==> config.mk <==
export PLATFORM = sky130hd
export DESIGN_NAME = etch_cursor_ctrl
export DESIGN_NICKNAME = d
export VERILOG_FILES = /design/src/rtl/etch_pkg.sv /design/src/rtl/step_accum.sv /design/src/rtl/etch_cursor_ctrl.sv
export SDC_FILE = /design/constraint.sdc
export NUM_CORES = 1
export LEC_CHECK = 0
export BUFFER_PORTS_ARGS = -buffer_cell sky130_fd_sc_hd__buf_2
export CAP_MARGIN = 20
export CORE_UTILIZATION = 45
export DETAILED_ROUTE_END_ITERATION = 8
export HOLD_SLACK_MARGIN = 0.06
export PLACE_DENSITY_LB_ADDON = 0.15
export SYNTH_ARGS = -nofsm -noshare
export SYNTH_HDL_FRONTEND = slang
export SYNTH_SLANG_ARGS = --single-unit
export TNS_END_PERCENT = 100
==> constraint.sdc <==
create_clock -name clk -period 4.1 [get_ports clk]
set_input_delay 0.205 -clock clk [delete_from_list [all_inputs] [get_ports clk]]
set_output_delay 0.205 -clock clk [all_outputs]
set_load 0.05 [all_outputs]
==> src/rtl/etch_pkg.sv <==
// Shared geometry, FSM state type and cell-to-address mapping for the trace frame buffer.
// Also used by the pixel generator so reads and writes agree on the layout.
package etch_pkg;

    localparam int X_CELLS  = 160;
    localparam int Y_CELLS  = 120;
    localparam int X_W      = 8;
    localparam int Y_W      = 7;
    localparam int A_W      = 15;
    localparam int PEND_MAX = 7;
    localparam int PEND_W   = 4;
    localparam int FB_CELLS = X_CELLS * Y_CELLS;

    typedef enum logic [1:0] {
        ST_IDLE,
        ST_MOVE,
        ST_WRITE,
        ST_CLEAR
    } state_t;

    // y*160 built as (y<<7)+(y<<5) so no multiplier is inferred
    function automatic logic [A_W-1:0] cell_addr(input logic [X_W-1:0] x, input logic [Y_W-1:0] y);
        logic [A_W-1:0] ye;
        ye = A_W'(y);
        return (ye << 7) + (ye << 5) + A_W'(x);
    endfunction

endpackage

==> src/rtl/step_accum.sv <==
// Saturating signed pending-step counter for one axis; consume moves it one unit toward zero.
module step_accum
    import etch_pkg::*;
(
    input  logic                     clk,
    input  logic                     reset,
    input  logic                     inc,
    input  logic                     dec,
    input  logic                     consume,
    output logic signed [PEND_W-1:0] pend
);

    localparam logic signed [PEND_W:0] SAT_HI = (PEND_W + 1)'(PEND_MAX);
    localparam logic signed [PEND_W:0] SAT_LO = -SAT_HI;
    localparam logic signed [PEND_W:0] ONE    = (PEND_W + 1)'(1);

    logic signed [PEND_W:0] adj;
    logic signed [PEND_W:0] sum;

    always_comb begin
        adj = '0;
        if (inc) adj = adj + ONE;
        if (dec) adj = adj - ONE;
        // a pulse landing on the consume cycle is still counted
        if (consume) begin
            if (pend[PEND_W-1])     adj = adj + ONE;
            else if (pend != '0)    adj = adj - ONE;
        end
        sum = {pend[PEND_W-1], pend} + adj;
        if (sum > SAT_HI)      sum = SAT_HI;
        else if (sum < SAT_LO) sum = SAT_LO;
    end

    always_ff @(posedge clk) begin
        if (reset) pend <= '0;
        else       pend <= sum[PEND_W-1:0];
    end

endmodule

==> src/rtl/etch_cursor_ctrl.sv <==
// Cursor sequencer: turns encoder step pulses into cursor moves and trail writes,
// and sweeps the whole trace buffer to zero on clear or after reset.
//   state    | meaning
//   ST_IDLE  | waiting for clear request or pending steps
//   ST_MOVE  | apply one unit per axis toward pending sign
//   ST_WRITE | ink the cursor cell, hold until accepted
//   ST_CLEAR | erase sweep over every cell
module etch_cursor_ctrl
    import etch_pkg::*;
(
    input  logic           clk,
    input  logic           reset,
    input  logic           step_up,
    input  logic           step_down,
    input  logic           step_left,
    input  logic           step_right,
    input  logic           trace_en,
    input  logic           clear_req,
    input  logic           fb_wr_ready,
    output logic           fb_wr_en,
    output logic [A_W-1:0] fb_wr_addr,
    output logic           fb_wr_data,
    output logic [X_W-1:0] cur_x,
    output logic [Y_W-1:0] cur_y,
    output logic           busy
);

    localparam logic [X_W-1:0] X_HOME  = X_W'(X_CELLS / 2);
    localparam logic [Y_W-1:0] Y_HOME  = Y_W'(Y_CELLS / 2);
    localparam logic [X_W-1:0] X_LAST  = X_W'(X_CELLS - 1);
    localparam logic [Y_W-1:0] Y_LAST  = Y_W'(Y_CELLS - 1);
    localparam logic [A_W-1:0] FB_LAST = A_W'(FB_CELLS - 1);

    state_t                   state;
    logic                     clear_pend;
    logic [A_W-1:0]           sweep;
    logic signed [PEND_W-1:0] pend_x;
    logic signed [PEND_W-1:0] pend_y;
    logic                     x_neg, x_pos, y_neg, y_pos;
    logic                     consume_x, consume_y;
    logic [X_W-1:0]           nx;
    logic [Y_W-1:0]           ny;

    assign x_neg     = pend_x[PEND_W-1];
    assign x_pos     = !x_neg && (pend_x != '0);
    assign y_neg     = pend_y[PEND_W-1];
    assign y_pos     = !y_neg && (pend_y != '0);
    assign consume_x = (state == ST_MOVE) && (pend_x != '0);
    assign consume_y = (state == ST_MOVE) && (pend_y != '0);

    step_accum u_acc_x (
        .clk     (clk),
        .reset   (reset),
        .inc     (step_right),
        .dec     (step_left),
        .consume (consume_x),
        .pend    (pend_x)
    );

    step_accum u_acc_y (
        .clk     (clk),
        .reset   (reset),
        .inc     (step_down),
        .dec     (step_up),
        .consume (consume_y),
        .pend    (pend_y)
    );

    // at a screen edge the cursor holds but the unit is still consumed
    always_comb begin
        nx = cur_x;
        ny = cur_y;
        if (x_pos && (cur_x != X_LAST))     nx = cur_x + X_W'(1);
        else if (x_neg && (cur_x != '0))    nx = cur_x - X_W'(1);
        if (y_pos && (cur_y != Y_LAST))     ny = cur_y + Y_W'(1);
        else if (y_neg && (cur_y != '0))    ny = cur_y - Y_W'(1);
    end

    always_ff @(posedge clk) begin
        if (reset) begin
            state      <= ST_CLEAR;
            cur_x      <= X_HOME;
            cur_y      <= Y_HOME;
            fb_wr_en   <= 1'b0;
            fb_wr_addr <= '0;
            fb_wr_data <= 1'b0;
            clear_pend <= 1'b0;
            sweep      <= '0;
            busy       <= 1'b1;
        end else begin
            if (clear_req) clear_pend <= 1'b1;
            case (state)
                ST_IDLE: begin
                    if (clear_pend) begin
                        state      <= ST_CLEAR;
                        clear_pend <= 1'b0;
                        sweep      <= '0;
                        fb_wr_en   <= 1'b1;
                        fb_wr_addr <= '0;
                        fb_wr_data <= 1'b0;
                        busy       <= 1'b1;
                    end else if ((pend_x != '0) || (pend_y != '0)) begin
                        state <= ST_MOVE;
                    end
                end
                ST_MOVE: begin
                    cur_x <= nx;
                    cur_y <= ny;
                    if (trace_en) begin
                        state      <= ST_WRITE;
                        fb_wr_en   <= 1'b1;
                        fb_wr_addr <= cell_addr(nx, ny);
                        fb_wr_data <= 1'b1;
                    end else begin
                        state <= ST_IDLE;
                    end
                end
                ST_WRITE: begin
                    if (fb_wr_ready) begin
                        fb_wr_en <= 1'b0;
                        state    <= ST_IDLE;
                    end
                end
                ST_CLEAR: begin
                    // after reset the request is raised one cycle into the sweep
                    if (!fb_wr_en) begin
                        fb_wr_en   <= 1'b1;
                        fb_wr_addr <= sweep;
                        fb_wr_data <= 1'b0;
                    end else if (fb_wr_ready) begin
                        if (sweep == FB_LAST) begin
                            busy <= 1'b0;
                            if (trace_en) begin
                                state      <= ST_WRITE;
                                fb_wr_addr <= cell_addr(cur_x, cur_y);
                                fb_wr_data <= 1'b1;
                            end else begin
                                state    <= ST_IDLE;
                                fb_wr_en <= 1'b0;
                            end
                        end else begin
                            sweep      <= sweep + A_W'(1);
                            fb_wr_addr <= sweep + A_W'(1);
                        end
                    end
                end
                default: state <= ST_IDLE;
            endcase
        end
    end

endmodule

==> results of run 1 <==
-- state kept, by name (all words and copies together), names as in the netlist --
| register | count |
|---|---|
| fb_wr_addr | 15 |
| sweep | 15 |
| cur_x | 8 |
| cur_y | 7 |
| u_acc_x.pend | 4 |
| u_acc_y.pend | 4 |
| state | 2 |
| busy | 1 |
| clear_pend | 1 |
| fb_wr_data | 1 |
| fb_wr_en | 1 |
-- stage by stage --
stage | area (µm²) | cells | total power [mW]
finish | 5487 | 803 | 1.894
global placement | 5248 | 786 | 1.273
CTS | 5475 | 803 | 1.895
detailed placement | 5248 | 786 | 1.287
floorplan | 4868 | 619 | 1.146
global route | 5487 | 803 | 2.017
-- final cells by class --
cell class                 count  area [µm²]
multi-input combinational    501        3432
clock buffer                  10       127.6
inverter                      26       97.59
tap                          136       170.2
clock inverter                 6       90.09
timing repair buffer          65       387.9
fill                        1050        4930
sequential                    59        1181
-- path summary, 6_finish.rpt --
kind                         start                          end  slack, ns  cells past startpoint
min                       trace_en        state[1]$_SDFFE_PP1P_       0.19                      3
max          cur_x[1]$_SDFFE_PP0P_  fb_wr_addr[12]$_SDFFE_PP0P_       0.25                     16
max reg2reg  cur_x[1]$_SDFFE_PP0P_  fb_wr_addr[12]$_SDFFE_PP0P_       0.25                     16
min reg2reg      busy$_SDFFE_PP1P_            busy$_SDFFE_PP1P_       0.47                      2
-- cells in the final DEF, fill, tap and decap left out, drive strengths merged, types with 7 or more instances in the layout --
cell type and count:
ha 47, a31oi 17, inv 26, buf 64, xnor2 20, mux2i 7, nand2 51, or3 8
and3 13, clkbuf 10, nor2 49, xor2 14, nor3 15, a21o 11, o21ai 59, nand3 15
a21oi 56, a211oi 10, dfxtp 59
-- cells in the mapped netlist, types with 4 or more instances --
cell type  instances
o21a_1             6
mux2i_1            7
a31oi_1           16
o21ai_0           59
nor3_1            15
nand4_1            6
clkbuf_1          22
nor4_1             4
xor2_1            14
nand2_1           51
fa_1               6
nor2b_1            6
a211oi_1          10
a21oi_1           56
ha_1              47
a21boi_0           4
and2_1             5
nor2_1            48
a22oi_1            4
xnor2_1           20
and3_1            10
o2111ai_1          4
or3_1              7
nor3b_1            6
dfxtp_1           59
nand3_1           15
a211o_1            4
inv_1             26
a21o_1            11
-- critical path, cell delays in order, from the launching register on --
cell	delay, ns
dfxtp_1	0.33
inv_2	0.09
ha_1	0.15
or4b_2	0.60
nand4_1	0.15
or3_1	0.14
nand2_1	0.07
xor2_1	0.16
fa_1	0.56
inv_1	0.07
fa_2	0.41
nor2b_2	0.13
o31a_1	0.17
o21ai_1	0.08
nor3b_1	0.15
o32ai_1	0.28
o221a_2	0.24
-- routing by layer --
layer  vias to the layer above  wire, µm  track usage
met5                         -         0            0
met4                         0       262      0.08631
met3                        25       806      0.03863
met2                       153      6679       0.4393
met1                      2307      6094       0.3259
li1                       2367         -            -
-- power groups by stage --
stage	clock network [mW]	logic [mW]	registers [mW]
global route	0.638	0.713	0.666
CTS	0.615	0.622	0.658
global placement	0	0.601	0.672
floorplan	0	0.464	0.682
finish	0.607	0.628	0.660
detailed placement	0	0.617	0.670
-- repair_timing --
| action | 4_1_cts | 5_1_grt |
|---|---|---|
| endpoints found under the hold margin | 1 | 0 |
| endpoints found under the setup margin | 0 | 3 |
| hold buffers | 1 | 0 |
| gates resized for setup | 0 | 7 |
-- cells by family after synthesis --
kind of cell,count (synthesis)
mux,9
compound gates,206
fa+ha+maj,53
buf+inv,59
xor+xnor,34
simple gates,199
flops,59
==> impl_metrics.py, run 1 <==
metrics = {
    "sta": {
        "fmax_mhz": 259.5,
        "setup_slack_ns": 0.2466,
        "rsz0062_at_grt": "false",
        "setup-tns-final_ns": 0,
        "min_period_over_period": 0.9399,
        "period_minus_slack_ns": 3.853,
        "setup_viol_count_final": 0,
        "relSlewSlack": 0.3033,
        "skew_ns": 0.01733,
        "holdWs_ns": 0.1893,
        "hold_viol": 0,
        "final-max-slew-violation-count": 0,
        "tightestPinTransition_ns": 1.044,
    },
    "floorplan": {
        "dieArea_mm2": 0.01124,
        "ios": 42,
        "floorplan.initialDensity": 0.4674,
        "die_x_um": 106.0,
        "die_h_um": 106.0,
        "rows": 37,
        "core_area_mm2": 0.01042,
    },
    "cts": {
        "clock-sinks": 59,
        "path_clk_slew_ns": 0.08,
        "cts_setup_buffers": 0,
        "cts_tree": "built",
        "cts_inserted_buffers": 9,
        "clock_latency_ns": 0.36,
        "cts_root_buf": "clkbuf_8",
        "htree_levels": 3,
        "cts.path.max_buffers": 2,
    },
    "finish": {
        "drive_gt1_frac": 0.1514,
        "syn2layout_area_growth_pct": 12.70,
        "num_antenna_cells": 0,
        "nets": 724,
        "utilization": 0.5267,
    },
    "job": {
        "maxCapViolCount": 0,
    },
    "drt": {
        "drtAntennaViolNets": 0,
        "drc": 0,
        "totalWireLength_mm": 13.84,
        "first_pass_iters": 7,
        "num_vias": 4852,
        "drtIter0Drc": 313,
        "wire_per_inst_um": 17.24,
        "via_per_inst": 6.042,
    },
    "placement": {
        "dp_hpwl_mm": 9.904,
        "port_buffers": 41,
        "gp_congestion": 0.8326,
        "place_ws_ns": 0.06377,
    },
    "setup_path": {
        "cp_max_fo": 4,
        "crit_required_ns": 4.39,
        "critPathArrivalTime_ns": 4.15,
        "criticalPathCategory": "reg2reg",
        "startpoint_type": "register",
        "end_kind": "register",
    },
    "synthesis": {
        "syn_inst": 619,
        "synthAdderAreaFrac": 0.1455,
        "synth.area.top_cells": "dfxtp_1 (24%), ha_1 (12%), o21ai_0 (6.1%)",
        "synth_seq_cells": 59,
        "synth-main-ff-cell": "dfxtp_1",
        "synth_edf_count": 0,
        "synth_cell_types": 71,
        "synth.area.mux_share": 0.01902,
        "synth_seq_area_share": 0.2426,
        "yosysWarnings": 0,
        "synth_top_area_frac": 0.2426,
        "synth-compound-area-share": 0.2650,
        "synth-xor-area-share": 0.06117,
        "synthSimpleGateAreaFrac": 0.2120,
        "synth_top_family_by_area": "compound AO/OA/AOI/OAI gates",
        "syn-num-nets": 681,
        "async_flop_share": 0,
        "synth_area_leader_cell": "dfxtp_1",
        "synth_area_per_cell_um2": 7.865,
        "synthesis.area_mm2": 0.004868,
    },
    "grt": {
        "grt_max_degree": 40,
        "overflow": 0,
        "track_usage": 0.2557,
        "grt_pass1_vias": 4613,
        "grt_pass1_wl_mm": 22.73,
        "antenna_found_initial": 0,
    },
    "power_and_ir_drop": {
        "max-vdd-ir-drop_v": 0.0001653,
        "sw_frac_of_total": 0.3619,
        "p_leak_nw": 2.270,
        "power.internal_mw": 1.209,
        "power_frac_clock": 0.320,
        "seqPwrFrac": 0.348,
        "p_per_area_mw_per_mm2": 345.3,
        "combPwrFrac": 0.332,
        "switchingPower_uw": 685.7,
    },
    "run_status": {
        "status": "complete, no violations",
    },
    "hold_path": {
        "hold_path_class": "in2reg",
    },
}
(Power assumes the default switching activity.)
==> run 2, diff against run 1 <==
Settings changed: CORE_UTILIZATION 45 to 60, CTS_BUF_LIST set to sky130_fd_sc_hd__clkbuf_8.
==> impl_metrics.py, run 2 (same netlist as run 1, synthesis figures left out) <==
metrics = {
    "power_and_ir_drop": {
        "max-vdd-ir-drop_v": 0.0002945,
        "seqPwrFrac": 0.343,
        "p_per_area_mw_per_mm2": 353.8,
        "p_leak_nw": 2.267,
        "combPwrFrac": 0.337,
        "sw_frac_of_total": 0.3659,
        "switchingPower_uw": 703.7,
        "power_frac_clock": 0.320,
        "power.internal_mw": 1.220,
    },
    "cts": {
        "clock_latency_ns": 0.35,
        "cts_tree": "built",
        "clock-sinks": 59,
        "htree_levels": 3,
        "cts_root_buf": "clkbuf_8",
        "path_clk_slew_ns": 0.08,
        "cts_inserted_buffers": 9,
        "cts.path.max_buffers": 2,
    },
    "placement": {
        "port_buffers": 41,
        "place_ws_ns": 0.006999,
        "gp_congestion": 0.9296,
        "dp_hpwl_mm": 9.478,
    },
    "drt": {
        "first_pass_iters": 6,
        "via_per_inst": 6.510,
        "totalWireLength_mm": 13.38,
        "drc": 0,
        "num_vias": 4980,
        "drtAntennaViolNets": 0,
        "drtIter0Drc": 528,
        "wire_per_inst_um": 17.49,
    },
    "finish": {
        "layout_common_cells": "o21ai_0 (59), dfxtp_1 (59), a21oi_1 (56), nand2_1 (51), nor2_1 (48)",
        "num_antenna_cells": 0,
        "reg_top3": "fb_wr_addr (15), sweep (15), cur_x (8)",
        "drive_gt1_frac": 0.1478,
        "nets": 720,
        "syn2layout_area_growth_pct": 11.67,
    },
    "hold_path": {
        "hold_path_class": "in2reg",
        "min-delay-start": "trace_en",
        "min_to": "state[1]$_SDFFE_PP1P_",
        "hold_path_depth": 3,
    },
    "setup_path": {
        "rr_startpoint": "cur_y[0]$_SDFFE_PP0P_",
        "criticalPathCategory": "reg2reg",
        "end_kind": "register",
        "crit_path_top_delay_cell": "a311o_1",
        "startpoint_type": "register",
        "reg2reg_slack_ns": 0.20,
        "path_cells": "ha_1, and4_2, a311o_1, o22ai_1, xnor2_1, ha_1, ha_1, nor2b_2, o31a_1, o21ai_0, a21boi_1, o32ai_1, o221a_2",
        "critPathArrivalTime_ns": 4.20,
        "cp_top_family": "compound AO/OA/AOI/OAI gates",
        "crit_top_cell": "ha_1",
        "r2r_cells": 13,
        "cp_max_fo": 6,
        "crit_required_ns": 4.40,
        "critical-path-max-stage-delay_ns": 0.44,
        "critPathBufInv": 0,
        "r2r-end": "fb_wr_addr[12]$_SDFFE_PP0P_",
    },
    "floorplan": {
        "floorplan.initialDensity": 0.6268,
        "die_h_um": 92.08,
        "ios": 42,
        "rows": 32,
        "die_x_um": 92.08,
        "dieArea_mm2": 0.008478,
        "core_area_mm2": 0.007767,
    },
    "sta": {
        "rsz0062_at_grt": "false",
        "setup-tns-final_ns": 0,
        "min_period_over_period": 0.9511,
        "setup_slack_ns": 0.2004,
        "period_minus_slack_ns": 3.900,
        "hold_viol": 0,
        "relSlewSlack": 0.3243,
        "tightestPinTransition_ns": 1.012,
        "setup_viol_count_final": 0,
        "skew_ns": 0.005778,
        "fmax_mhz": 256.4,
        "final-max-slew-violation-count": 0,
    },
    "grt": {
        "overflow": 0,
        "grt_pass1_vias": 4806,
        "antenna_found_initial": 0,
        "grt_pass1_wl_mm": 22.55,
        "track_usage": 0.3308,
        "grt_max_degree": 41,
    },
    "job": {
        "maxCapViolCount": 0,
    },
    "run_status": {
        "status": "complete, no violations",
    },
}
-- run 2: how the worst max path moves through the flow --
| stage | from | to | cells after the start |
|---|---|---|---|
| CTS | cur_x[0]$_SDFFE_PP0P_ | fb_wr_addr[12]$_SDFFE_PP0P_ | 16 |
| floorplan | cur_x[0]$_SDFFE_PP0P_ | fb_wr_addr[12]$_SDFFE_PP0P_ | 16 |
| finish | cur_y[0]$_SDFFE_PP0P_ | fb_wr_addr[12]$_SDFFE_PP0P_ | 13 |
| global placement | cur_x[0]$_SDFFE_PP0P_ | fb_wr_addr[12]$_SDFFE_PP0P_ | 16 |
| global route | cur_y[0]$_SDFFE_PP0P_ | fb_wr_addr[12]$_SDFFE_PP0P_ | 13 |
| detailed placement | cur_x[0]$_SDFFE_PP0P_ | fb_wr_addr[12]$_SDFFE_PP0P_ | 16 |
-- run 2: timing repair --
item,CTS,global route
buffers inserted,0,1
endpoints found under the hold margin,0,1
endpoints found under the setup margin,1,3
pin swaps,0,2
resized for setup,1,6
hold buffers,0,1
-- run 2: power groups by stage --
stage | Clock, mW | Combinational, mW | Sequential [mW]
after floorplan | 0 | 0.464 | 0.682
after global placement | 0 | 0.591 | 0.669
after detailed placement | 0 | 0.625 | 0.672
after CTS | 0.617 | 0.630 | 0.658
after global routing | 0.648 | 0.717 | 0.665
final | 0.615 | 0.649 | 0.659
-- run 2: layout make-up --
type	count	area [µm²]
fill	665	2331
multi-input combinational	501	3448
tap	102	127.6
inverter	26	97.59
clock buffer	9	123.9
clock inverter	7	100.1
timing repair buffer	61	357.8
sequential	59	1181
-- run 2: worst register-to-register path, delay by kind of cell (launching register included) --
| family | cells | cell delay, ns |
|---|---|---|
| AOI/OAI and AO/OA | 7 | 1.89 |
| DFF | 1 | 0.38 |
| adders and majority gates | 3 | 0.91 |
| and+or+nand+nor | 2 | 0.45 |
| xor gates and xnor gates | 1 | 0.23 |
-- run 2: routing by layer --
| metal | GRT usage | vias to the layer above | wire (µm) |
|---|---|---|---|
| li1 | - | 2359 | - |
| met1 | 0.4150 | 2264 | 5508 |
| met2 | 0.5510 | 287 | 6116 |
| met3 | 0.06385 | 70 | 1213 |
| met4 | 0.1419 | 0 | 541 |
| met5 | 0 | - | 0 |
-- run 2: through the flow --
| step | power [mW] | utilization | area [µm²] | hold WS, ns | instances |
|---|---|---|---|---|---|
| final | 1.923 | 0.6999 | 5436 | 0.1664 | 765 |
| after global placement | 1.260 | 0.6653 | 5167 | 0.4010 | 747 |
| after CTS | 1.906 | 0.6941 | 5391 | 0.06739 | 763 |
| after global routing | 2.030 | 0.6999 | 5436 | 0.1869 | 765 |
| after detailed placement | 1.297 | 0.6653 | 5167 | 0.4301 | 747 |
| after floorplan | 1.146 | - | 4868 | 0.3152 | 619 |
==> run 3, diff against run 2 <==
Settings changed: GPL_TIMING_DRIVEN set to 0.
Clock period 4.1 ns to 4.02 ns, I/O delays scaled along.
==> impl_metrics.py, run 3 (same netlist as run 1, synthesis figures left out) <==
metrics = {
    "placement": {
        "place_ws_ns": -0.1799,
        "port_buffers": 41,
        "dp_hpwl_mm": 10.21,
        "dpl_cell_area_mm2": 0.005204,
        "gp_congestion": 0.9240,
    },
    "floorplan": {
        "floorplan.initialDensity": 0.6268,
        "core_area_mm2": 0.007767,
        "die_h_um": 92.08,
        "die_x_um": 92.08,
        "dieArea_mm2": 0.008478,
        "ios": 42,
        "rows": 32,
    },
    "finish": {
        "nets": 732,
        "syn2layout_area_growth_pct": 12.23,
        "stdcell_area_mm2": 0.005464,
        "drive_gt1_frac": 0.1467,
        "layout_common_cells": "o21ai_0 (57), a21oi_1 (56), dfxtp_1 (55), nand2_1 (51), nor2_1 (48)",
        "num_antenna_cells": 0,
        "reg_top3": "fb_wr_addr (15), sweep (15), cur_x (8)",
        "final_common_cell": "o21ai_0",
    },
    "setup_path": {
        "rr_startpoint": "cur_y[2]$_SDFFE_PP1P_",
        "reg2reg_slack_ns": 0.16,
        "crit_path_top_delay_cell": "or4_4",
        "critical-path-max-stage-delay_ns": 0.58,
        "crit_end": "fb_wr_addr[12]$_SDFFE_PP0P_",
        "cp-startpoint": "cur_y[2]$_SDFFE_PP1P_",
        "cp_top_family": "compound AO/OA/AOI/OAI gates",
        "startpoint_type": "register",
        "critPathBufInv": 2,
        "crit_required_ns": 4.32,
        "end_kind": "register",
        "path_cells": "buf_6, or4_4, o21a_1, a2bb2oi_2, xnor2_2, fa_1, inv_1, fa_2, nor2b_2, o31a_1, o21ai_1, nor3b_2, o32ai_2, o221a_2",
        "cp.depth": 14,
        "criticalPathCategory": "reg2reg",
        "critPathArrivalTime_ns": 4.16,
        "r2r_cells": 14,
        "cp_max_fo": 9,
        "r2r-end": "fb_wr_addr[12]$_SDFFE_PP0P_",
    },
    "sta": {
        "rsz0062_at_grt": "false",
        "setup_viol_count_final": 0,
        "min_period_over_period": 0.9604,
        "tightestPinTransition_ns": 0.7281,
        "fmax_mhz": 259.0,
        "hold_viol": 0,
        "period_minus_slack_ns": 3.861,
        "setup_slack_ns": 0.1591,
        "final-max-slew-violation-count": 0,
        "relSlewSlack": 0.5106,
        "skew_ns": 0.01002,
    },
    "cts": {
        "cts_tree": "built",
        "clock_latency_ns": 0.35,
        "clock-sinks": 59,
        "cts.path.max_buffers": 2,
        "path_clk_slew_ns": 0.08,
        "htree_levels": 3,
        "cts_root_buf": "clkbuf_8",
        "cts_inserted_buffers": 9,
    },
    "drt": {
        "via_per_inst": 6.454,
        "first_pass_iters": 6,
        "num_vias": 5015,
        "drtIter0Drc": 449,
        "drc": 0,
        "drtAntennaViolNets": 0,
        "totalWireLength_mm": 13.85,
        "wire_per_inst_um": 17.83,
    },
    "grt": {
        "antenna_found_initial": 0,
        "grt_pass1_wl_mm": 22.66,
        "overflow": 0,
        "grt_max_degree": 12,
        "track_usage": 0.3365,
        "grt_pass1_vias": 4628,
    },
    "power_and_ir_drop": {
        "max-vdd-ir-drop_v": 0.0002709,
        "p_per_area_mw_per_mm2": 341.5,
        "p_leak_nw": 2.237,
    },
    "job": {
        "maxCapViolCount": 0,
    },
    "hold_path": {
        "hold_path_class": "in2reg",
    },
    "run_status": {
        "status": "complete, no violations",
    },
}
## run 3: worst register-to-register path, delay by kind of cell, from the launching register on
family                     cells  cell delay (ns)
buffers and inverters          2             0.24
adders and majority gates      2             0.92
AOI/OAI and AO/OA              6             1.27
and+or+nand+nor                3             0.88
DFF                            1             0.38
xor gates and xnor gates       1             0.13
## run 3: layout make-up
cell class / count / area (µm²)
Inverter: 26 / 97.59
Fill cell: 652 / 2303
Multi-Input combinational cell: 501 / 3480
Clock buffer: 11 / 151.4
Clock inverter: 5 / 36.28
Timing Repair Buffer: 43 / 222.7
Sequential cell: 59 / 1191
Tap cell: 102 / 127.6
Buffer: 30 / 157.7
## run 3: stage by stage
step	hold WS [ns]	cells	util	power (mW)	setup TNS, ns
after global placement	0.3952	762	0.6699	1.298	-0.1486
after CTS	0.1700	778	0.6972	1.855	0
after floorplan	0.3112	619	-	1.169	0
final	0.1648	777	0.7034	1.866	0
after global routing	0.1771	777	0.7034	1.977	0
after detailed placement	0.4037	762	0.6699	1.325	-0.1799
## run 3: report_power, final
group / switching, mW / internal (mW)
Clock: 0.262 / 0.258
Sequential: 0.0418 / 0.626
Combinational: 0.411 / 0.267
## run 3: worst min-delay path by stage
stage | start | to | cells past startpoint
floorplan | clear_req | clear_pend$_SDFF_PP0_ | 1
global placement | clear_req | clear_pend$_SDFF_PP0_ | 2
detailed placement | clear_req | clear_pend$_SDFF_PP0_ | 2
CTS | trace_en | state[1]$_SDFFE_PP1P_ | 3
global route | trace_en | state[1]$_SDFFE_PP1P_ | 3
finish | trace_en | state[1]$_SDFFE_PP1P_ | 3
## run 3: metal layers
layer | routed length [µm] | GRT usage | vias to the layer above
met5 | 0 | 0 | -
met4 | 431 | 0.1081 | 0
met3 | 964 | 0.06136 | 42
met2 | 6233 | 0.5442 | 199
met1 | 6221 | 0.4519 | 2396
li1 | - | - | 2378
## run 3: timing repair
action / 4_1_cts / 5_1_grt
setup buffers: 0 / 1
pin swaps: 4 / 2
hold buffers: 1 / 0
endpoints found under the setup margin: 3 / 5
resized for setup: 9 / 11
endpoints found under the hold margin: 1 / 0
